<file path="src/rtl/c5_mac_8bitx2_collector_pkg.sv">
// mac_collector_pkg: shared defaults, accumulator type and counter-width helper
// for the 2x8-bit MAC output collector.
package mac_collector_pkg;

  localparam int MAC_LATENCY_DEF = 3;
  localparam int ACC_W_DEF       = 32;
  localparam int FIFO_DEPTH_DEF  = 8;

  typedef logic [ACC_W_DEF-1:0] acc_t;

  // Width of a counter that must represent every value 0..max_val inclusive.
  function automatic int cnt_w(input int max_val);
    return (max_val < 1) ? 1 : $clog2(max_val + 1);
  endfunction

endpackage

</file>
<file path="src/rtl/c5_mac_8bitx2_collector_fifo.sv">
// mac_result_fifo: small synchronous FIFO holding finished dot-product sums.
// No bypass: a pushed word becomes visible on the cycle after the push.
// Simultaneous push and pop are legal at any occupancy.
module mac_result_fifo
  import mac_collector_pkg::*;
#(
  parameter int DEPTH = FIFO_DEPTH_DEF,
  parameter int WIDTH = ACC_W_DEF,
  localparam int CW = cnt_w(DEPTH),
  localparam int AW = (DEPTH > 1) ? $clog2(DEPTH) : 1
) (
  input  logic             clock,
  input  logic             resetn,
  input  logic             push,
  input  logic [WIDTH-1:0] wdata,
  input  logic             pop,
  output logic [WIDTH-1:0] rdata,
  output logic [CW-1:0]    count,
  output logic             full,
  output logic             empty
);

  logic [WIDTH-1:0] mem [DEPTH];
  logic [AW-1:0]    wr_ptr;
  logic [AW-1:0]    rd_ptr;
  logic             do_push;
  logic             do_pop;

  assign empty = (count == '0);
  assign full  = (count == CW'(DEPTH));

  // A push into a full FIFO is only accepted when the head leaves in the same cycle.
  assign do_push = push & (~full | pop);
  assign do_pop  = pop & ~empty;

  // Head is forced to zero while empty so the consumer never sees stale data.
  assign rdata = empty ? '0 : mem[rd_ptr];

  // Pointer and occupancy update; pointers wrap naturally since DEPTH is a power of 2.
  always_ff @(posedge clock or negedge resetn) begin
    if (!resetn) begin
      wr_ptr <= '0;
      rd_ptr <= '0;
      count  <= '0;
    end else begin
      if (do_push) wr_ptr <= wr_ptr + AW'(1);
      if (do_pop)  rd_ptr <= rd_ptr + AW'(1);
      if (do_push && !do_pop)      count <= count + CW'(1);
      else if (do_pop && !do_push) count <= count - CW'(1);
    end
  end

  // Storage array, deliberately without reset.
  always_ff @(posedge clock) begin
    if (do_push) mem[wr_ptr] <= wdata;
  end

  a_no_push_full: assert property (@(posedge clock) disable iff (!resetn)
    !(push && full && !pop))
    else $error("mac_result_fifo: push while full");

  a_no_pop_empty: assert property (@(posedge clock) disable iff (!resetn)
    !(pop && empty))
    else $error("mac_result_fifo: pop while empty");

endmodule

</file>
<file path="src/rtl/c5_mac_8bitx2_collector.sv">
// c5_mac_8bitx2_collector: output-side companion of the fixed-latency 2x8-bit MAC.
// Tracks issued operand beats through the MAC latency with a {valid,last} tag
// pipe, accumulates aligned MAC results per dot product, and queues finished
// sums for a back-pressuring consumer. The feeder is throttled by credits so a
// push can never meet a full FIFO: every dot-product end already in the tag
// pipe has a FIFO slot reserved for it.
module c5_mac_8bitx2_collector
  import mac_collector_pkg::*;
#(
  parameter int MAC_LATENCY = MAC_LATENCY_DEF,
  parameter int ACC_W       = ACC_W_DEF,
  parameter int FIFO_DEPTH  = FIFO_DEPTH_DEF
) (
  input  logic             clock,
  input  logic             resetn,
  input  logic             ivalid,
  input  logic             ilast,
  output logic             oready,
  input  logic [31:0]      mac_result,
  output logic             ovalid,
  output logic [ACC_W-1:0] result,
  input  logic             iready
);

  localparam int CW = cnt_w(FIFO_DEPTH);
  localparam int IW = cnt_w(MAC_LATENCY);

  logic                   out_of_reset;
  logic                   issue;
  logic [MAC_LATENCY-1:0] tag_v;
  logic [MAC_LATENCY-1:0] tag_l;
  logic                   tv;
  logic                   tl;
  logic [IW-1:0]          inflight;
  logic [ACC_W-1:0]       acc;
  logic [ACC_W-1:0]       mac_ext;
  logic [ACC_W-1:0]       acc_sum;
  logic                   push;
  logic                   pop;
  logic [CW-1:0]          fifo_count;
  logic                   fifo_full;
  logic                   fifo_empty;
  logic                   credit_ok;

  assign issue = ivalid & oready;
  assign tv    = tag_v[MAC_LATENCY-1];
  assign tl    = tag_l[MAC_LATENCY-1];

  // The MAC output is signed; widen with sign extension or truncate to ACC_W.
  assign mac_ext = ACC_W'($signed(mac_result));
  assign acc_sum = acc + mac_ext;

  assign push = tv & tl;
  assign pop  = ovalid & iready;

  // Credits cover the FIFO contents plus every dot-product end still in the MAC.
  assign credit_ok = (int'(fifo_count) + int'(inflight)) < FIFO_DEPTH;
  assign oready    = out_of_reset & credit_ok;
  assign ovalid    = ~fifo_empty;

  // Holds oready low until the first clock edge after reset release.
  always_ff @(posedge clock or negedge resetn) begin
    if (!resetn) out_of_reset <= 1'b0;
    else         out_of_reset <= 1'b1;
  end

  // Tag pipe: stage 0 captures the issued beat, the last stage lines up with mac_result.
  always_ff @(posedge clock or negedge resetn) begin
    if (!resetn) begin
      tag_v <= '0;
      tag_l <= '0;
    end else begin
      tag_v[0] <= issue;
      tag_l[0] <= issue & ilast;
      for (int i = 1; i < MAC_LATENCY; i++) begin
        tag_v[i] <= tag_v[i-1];
        tag_l[i] <= tag_l[i-1];
      end
    end
  end

  // Count of dot-product ends travelling through the MAC.
  always_ff @(posedge clock or negedge resetn) begin
    if (!resetn) begin
      inflight <= '0;
    end else begin
      case ({issue & ilast, push})
        2'b10:   inflight <= inflight + IW'(1);
        2'b01:   inflight <= inflight - IW'(1);
        default: inflight <= inflight;
      endcase
    end
  end

  // Running dot-product sum, modulo 2^ACC_W; cleared as the finished sum is pushed.
  always_ff @(posedge clock or negedge resetn) begin
    if (!resetn) begin
      acc <= '0;
    end else if (tv) begin
      acc <= tl ? '0 : acc_sum;
    end
  end

  mac_result_fifo #(
    .DEPTH (FIFO_DEPTH),
    .WIDTH (ACC_W)
  ) u_fifo (
    .clock  (clock),
    .resetn (resetn),
    .push   (push),
    .wdata  (acc_sum),
    .pop    (pop),
    .rdata  (result),
    .count  (fifo_count),
    .full   (fifo_full),
    .empty  (fifo_empty)
  );

  a_inflight_underflow: assert property (@(posedge clock) disable iff (!resetn)
    !(push && inflight == '0))
    else $error("c5_mac_8bitx2_collector: inflight underflow");

  a_credit_push_full: assert property (@(posedge clock) disable iff (!resetn)
    !(push && fifo_full && !pop))
    else $error("c5_mac_8bitx2_collector: result push into full FIFO");

endmodule
</file>
<file path="config.mk">
export PLATFORM = sky130hd
export DESIGN_NAME = c5_mac_8bitx2_collector
export DESIGN_NICKNAME = d
export VERILOG_FILES = /design/src/rtl/c5_mac_8bitx2_collector_pkg.sv /design/src/rtl/c5_mac_8bitx2_collector_fifo.sv /design/src/rtl/c5_mac_8bitx2_collector.sv
export SDC_FILE = /design/constraint.sdc
export NUM_CORES = 1
export LEC_CHECK = 0
export BUFFER_PORTS_ARGS = -buffer_cell sky130_fd_sc_hd__buf_2
export CAP_MARGIN = 30
export CORE_ASPECT_RATIO = 1.4
export CORE_MARGIN = 2
export CORE_UTILIZATION = 50
export CTS_CLUSTER_SIZE = 30
export DETAILED_ROUTE_END_ITERATION = 10
export PLACE_DENSITY = 0.67
export SYNTH_ARGS = -nofsm -noshare
export SYNTH_HDL_FRONTEND = slang
export SYNTH_SLANG_ARGS = --single-unit
</file>
<file path="constraint.sdc">
create_clock -name clock -period 10.05 [get_ports clock]
set_input_delay 2.01 -clock clock [delete_from_list [all_inputs] [get_ports clock]]
set_output_delay 2.01 -clock clock [all_outputs]
set_load 0.01 [all_outputs]
</file>
==> results.md, run 1 <==
* Seq/Total Area, Yosys at 0.663
* Crit path required time at 8040 ps
* Asr flop ratio synth at 0.166
* Mapped Cells at 817
* Final setup viols at 0
* Fmax at 193 MHz
* HP Start: tag_v[0]
* Tmin final at 5180 ps
* Final Max Tran Viols at 0
* Starting Density at 0.506
* DR vias at 7,447
* Worst-Skew Late Latency at 560 ps
* Transition time of the tightest slew-check pin at 860 ps
* Flops & latches, synth at 307
* Worst R2R Setup Slack at 6780 ps
* Worst R2R Path Depth at 9
* Library cells used by synthesis at 67
* Maximum vdd drop at 0.168 mV
* CTS clock-pin slew for the worst setup and hold paths at 60 ps
* Mux contribution to synthesized area at 0.133
* First-pass GRT wire length at 44,800 um
* Number of synthesized flops with an enable pin at 256
* Area leader, netlist: edfxtp_1
* Final period utilization at 0.515
* Num CTS Buffers at 29
* DRT Pass-1 Iters at 4
* Die Area at 28,400 sq um
* Top post-synthesis cells by area: edfxtp_1, mux4_2, dfrtp_1
* # hold bufs at CTS at 0
* Status: complete, no violations
* Worst Setup Start Kind: flip-flop
* Crit path max fanout at 41
* Ports at 71
* Synth Area in Simple Gates at 0.0503
* Post-Synth Adder-Cell Area at 0.0381
* Post-DP HPWL at 18,800 um
* Primary FF master, synth: edfxtp_1
* Hold Fails Final Rpt at 0
* Xor/xnor cell area share of the yosys netlist at 0.0253
* Gr usage total at 0.213
* Routed Antenna Nets at 0
* Cell with the most instances after synthesis: edfxtp_1
* Wire per inst at 22.6 um
* IO Port Bufs at 70
* Antenna violations before repair at 0
* Sink Count at 307
* # nets final at 980
* Die height at 199 um
* Core area at 26,700 sq um
* Max Cap Violations at 0
* Syn Nets at 894
* Final WL at 29,100 um
* Number of global-route vias before repair at 7,614
* Worst hold stages at 0
* Post-synthesis cell area at 13,500 sq um
* Routability cong. at 0.917
* Syn-to-layout area delta at 12.8%
* Htree depth at 1
* Worst Hold Class: reg2reg
* PD cells at 310 nW/um^2
* Synth Area in Compound Gates at 0.0759
* Hold Path End: tag_v[1]
* Vias per Instance at 5.77
* Ant diodes at 0
* Crit Reg-Reg Endpoint: u_fifo.mem[6][30]
* CP arrival at 3170 ps
* CTS tree: yes
* Post-CTS Resized at 0
* Leak at 5.53 nW
* Initial DRC count at 533
* Proportion of layout cells with a drive suffix above 1 at 0.240
* CP endpoint kind: output port
* # fillers at 2,077
* Top-area cell type share of the netlist area at 0.569
* Crit path kind: reg2out
* Commonest cells in the netlist: edfxtp_1, mux4_2, nor2_1, dfrtp_1, ha_1
* Root Buffer: clkbuf_16
* RSZ-0062 raised after global routing: false
* Synth warnings at 0
* Reg2Reg Launch Point: acc[0]
* Mean area per synthesized cell at 16.5 sq um
* Largest net degree at the start of global routing at 52
* Setup TNS at 0 ps
* DRC viols at 0
* CTS Buffer Depth at 3
* WHS at 349 ps
* Die width at 143 um
* Slew margin rel. at 0.426
* Post-CTS Repair Setup Buffers at 0
* Gr ovfl total at 0
* Rows at 71
* Largest family of logic cells by synthesized area: multiplexers
* Setup Skew at 22.9 ps
==> power by group <==
part           internal, mW  switching, mW  total (mW)
Clock                 0.548          0.445       0.993
Combinational         0.740           1.04        1.78
Sequential             1.80          0.156        1.96
==> flip-flops by register name, indices dropped and copies added (netlist names) <==
name,count
acc,32
inflight,2
out_of_reset,1
tag_l,3
tag_v,3
u_fifo.count,4
u_fifo.mem,256
u_fifo.rd_ptr,3
u_fifo.wr_ptr,3
==> metal layers <==
metal / vias up / track usage / share of wire
met5: - / 0 / 0
met4: 0 / 0.0719 / 0.029
met3: 53 / 0.0234 / 0.039
met2: 168 / 0.358 / 0.50
met1: 3813 / 0.291 / 0.43
li1: 3413 / - / -
==> worst max-delay path by stage <==
| stage | depth (start not counted) | startpoint | slack [ps] | end |
|---|---|---|---|---|
| 2_1_floorplan | 4 | iready | 4520 | u_fifo.mem[1][0] |
| 3_3_place_gp | 6 | iready | 4970 | u_fifo.mem[5][15] |
| 3_5_place_dp | 10 | mac_result[0] | 5130 | u_fifo.mem[6][30] |
| 4_1_cts | 5 | u_fifo.rd_ptr[0] | 4740 | result[5] |
| 5_1_grt | 5 | u_fifo.rd_ptr[0] | 4590 | result[17] |
| 6_report | 5 | u_fifo.rd_ptr[0] | 4870 | result[15] |
==> cells by family (layout without fill, tap and decap cells) <==
family / Yosys count / in the layout
flops: 307 / 307
simple gates: 147 / 147
compound gates: 136 / 136
mux: 99 / 99
buf+inv: 48 / 156
fa+ha+maj: 40 / 40
xor+xnor: 39 / 39
other cells: 1 / 1
==> worst max-delay path, cell delays in order, from the launching register on <==
cell and delay (ps):
dfrtp_4 770, buf_4 780, mux4_2 590, mux2i_1 220
nor2_1 70, buf_2 160
==> cell type report <==
cell class	instances	area (sq um)	area share
inverters	15	56.3	0.00369
clock inverters	12	67.6	0.00443
repair buffers	88	483	0.0317
well taps	365	457	0.0299
multi-input cells	462	4430	0.290
flip-flops and latches	307	8970	0.588
clock buffers	41	791	0.0519
==> per-stage QoR <==
| step | instance area (sq um) | power (mW) | cells | worst slack (ps) | util |
|---|---|---|---|---|---|
| after global routing | 15200 | 5.01 | 1290 | 4590 | 0.570 |
| after CTS | 15200 | 4.78 | 1290 | 4740 | 0.570 |
| after floorplan | 13500 | 3.23 | 817 | 4520 | - |
| final | 15200 | 4.73 | 1290 | 4870 | 0.570 |
| after detailed placement | 14400 | 3.79 | 1237 | 5130 | 0.538 |
| after global placement | 14400 | 3.75 | 1236 | 4970 | 0.538 |
==> layout by cell type, fill, tap and decap left out, types with 3 or more instances in the layout <==
cell       instances
clkinv_2           7
buf_2             71
nand2b_1           7
nor2b_1            8
nor2_4             6
nor2_1            57
mux2_2             3
mux2i_1           32
mux4_2            64
and3_1             6
clkbuf_1          10
o211ai_1           7
a31oi_1            6
a31o_1             4
o21ai_0            9
ha_1              38
xnor2_1           24
nand2_1           27
nor3_1             8
buf_4             17
a22o_1            23
a221o_1            3
a211oi_1           4
edfxtp_1         256
a21oi_1           29
nand3_1            6
dfrtp_1           48
or2_2              3
a21o_1            15
o21a_1             5
and2_1             4
inv_1             15
xor2_1            15
clkbuf_16         29
nand4_1            4
a31o_2             3
Power figures use the tool's default switching activity.
==> run 2, diff against run 1 <==
Settings changed: PLACE_DENSITY 0.67 to 0.7.
Clock period 10.05 ns to 4.7 ns, I/O delays scaled along.
==> results.md, run 2 (synthesis gave the netlist of run 1 again) <==
* Core area at 26,700 sq um
* Final Max Tran Viols at 0
* Slowest CP cell: dfrtp_4
* Final setup viols at 0
* Max FFs per register at 256
* WP buf/inv at 2
* CP max stage delay at 910 ps
* Syn-to-layout area delta at 14.3%
* Crit path required time at 3760 ps
* Uppermost routed layer: met4
* Biggest regs: u_fifo.mem x256, acc x32, u_fifo.count x4
* # nets final at 986
* Met2 WL post-DR at 14,600 um
* Post-CTS Repair Setup Buffers at 0
* Routability cong. at 0.915
* Crit path kind: reg2out
* # fillers at 2,012
* Worst Setup Start Kind: flip-flop
* Initial DRC count at 635
* Die Area at 28,400 sq um
* Final period utilization at 0.799
* Worst R2R Setup Slack at 1420 ps
* Status: complete, no violations
* PD cells at 674 nW/um^2
* Leak at 5.62 nW
* CTS Buffer Depth at 3
* M1 WL at 11,600 um
* Sink Count at 307
* # hold bufs at CTS at 0
* DR vias at 7,525
* Htree depth at 1
* Max Cap Violations at 0
* Most common cell after layout, fill and taps aside: edfxtp_1
* Vias per Instance at 5.81
* Cell chain of the critical path: buf_4 -> mux4_2 -> mux2i_1 -> nor2_1 -> buf_2
* Slew margin rel. at 0.345
* Fmax at 266 MHz
* IO Port Bufs at 70
* Met3 WL at 1480 um
* Starting Density at 0.506
* Gr usage total at 0.208
* Placed Cells at 1,244
* Tmin final at 3750 ps
* RSZ-0062 raised after global routing: false
* Root Buffer: clkbuf_16
* Worst Hold Class: reg2reg
* Rows at 71
* CP endpoint kind: output port
* Setup Skew at 15.6 ps
* Post-CTS Resized at 0
* Worst-Skew Late Latency at 540 ps
* Maximum vdd drop at 0.388 mV
* Largest reg by FF count: u_fifo.mem
* Gr ovfl total at 0
* Number of global-route vias before repair at 7,876
* CTS tree: yes
* Wire per inst at 21.9 um
* Final WL at 28,400 um
* Post-DP HPWL at 18,800 um
* CP arrival at 2810 ps
* Crit path max fanout at 36
* Final non-filler cell total at 1,296
* Largest net degree at the start of global routing at 52
* DRT Pass-1 Iters at 4
* DRC viols at 0
* CP top delay family: flip-flops
* Antenna violations before repair at 0
* Die width at 143 um
* End of the critical path: result[24]
* Crit Reg-Reg Endpoint: u_fifo.mem[4][21]
* Reg2Reg Launch Point: acc[1]
* Worst R2R Path Depth at 7
* First-pass GRT wire length at 44,200 um
* Ports at 71
* CTS clock-pin slew for the worst setup and hold paths at 70 ps
* Routed Antenna Nets at 0
* Hold Fails Final Rpt at 0
* Worst Setup SP: u_fifo.rd_ptr[0]
* Die height at 199 um
* Setup TNS at 0 ps
* Transition time of the tightest slew-check pin at 976 ps
* Most frequent cells in the layout: edfxtp_1, buf_2, mux4_2
* Num CTS Buffers at 27
* Proportion of layout cells with a drive suffix above 1 at 0.248
* WP depth at 5
==> run 2: cell types whose count changed in the layout (fill, tap and decap cells not counted), sizes merged <==
cell,delta
buf,+8
bufinv,+4
clkbuf,-6
clkinv,-3
diode,+1
inv,+2
==> run 2: worst min-delay path by stage <==
| stage | from | to | slack, ps | depth (start not counted) |
|---|---|---|---|---|
| 6_report | tag_l[1] | tag_l[2] | 340 | 0 |
| 5_1_grt | tag_l[1] | tag_l[2] | 340 | 0 |
| 4_1_cts | tag_l[1] | tag_l[2] | 340 | 0 |
| 3_5_place_dp | tag_l[1] | tag_l[2] | 340 | 0 |
| 3_3_place_gp | tag_l[0] | tag_l[1] | 340 | 0 |
| 2_1_floorplan | tag_l[0] | tag_l[1] | 330 | 0 |
==> run 2: report_power, final <==
part / switching [mW] / internal [mW] / leakage (nW) / total [mW]
logic: 2.33 / 1.64 / 2.23 / 3.97
registers: 0.312 / 3.85 / 2.93 / 4.16
clock network: 0.965 / 1.32 / 0.450 / 2.29
total: 3.61 / 6.81 / 5.62 / 10.4
==> run 2: metrics by stage <==
stage                     setup WS, ps   util  instance area [sq um]  hold WS [ps]  power, mW
after floorplan                    239      -                  13500           331       6.91
after global placement             852  0.542                  14500           335       8.13
after detailed placement           814  0.543                  14500           336       8.23
after CTS                          837  0.578                  15400           338       10.5
after global routing               710  0.578                  15500           341       11.1
final                              947  0.578                  15500           342       10.4
==> run 2: area by class of cell <==
type                    instances  area (sq um)  share of cell area
flip-flops and latches        307          8970               0.580
multi-input cells             462          4430               0.286
clock buffers                  35           726              0.0469
repair buffers                 96           621              0.0401
well taps                     365           457              0.0295
clock inverters                15           201              0.0130
inverters                      15          56.3             0.00364
diodes                          1          2.50            0.000162
==> run 2: worst register-to-register path, cell delays in order (launching register included) <==
cell and delay (ps):
dfrtp_1 440, ha_1 310, a211oi_1 280, nor3_1 110, o31ai_1 650, a21oi_1 270, a221oi_1 420, xnor2_1 460
==> run 2: layer usage <==
| metal | up-vias | global-route usage |
|---|---|---|
| met3 | 55 | 0.0274 |
| met1 | 3836 | 0.272 |
| li1 | 3435 | - |
| met2 | 199 | 0.362 |
| met4 | 0 | 0.0667 |
| met5 | - | 0 |
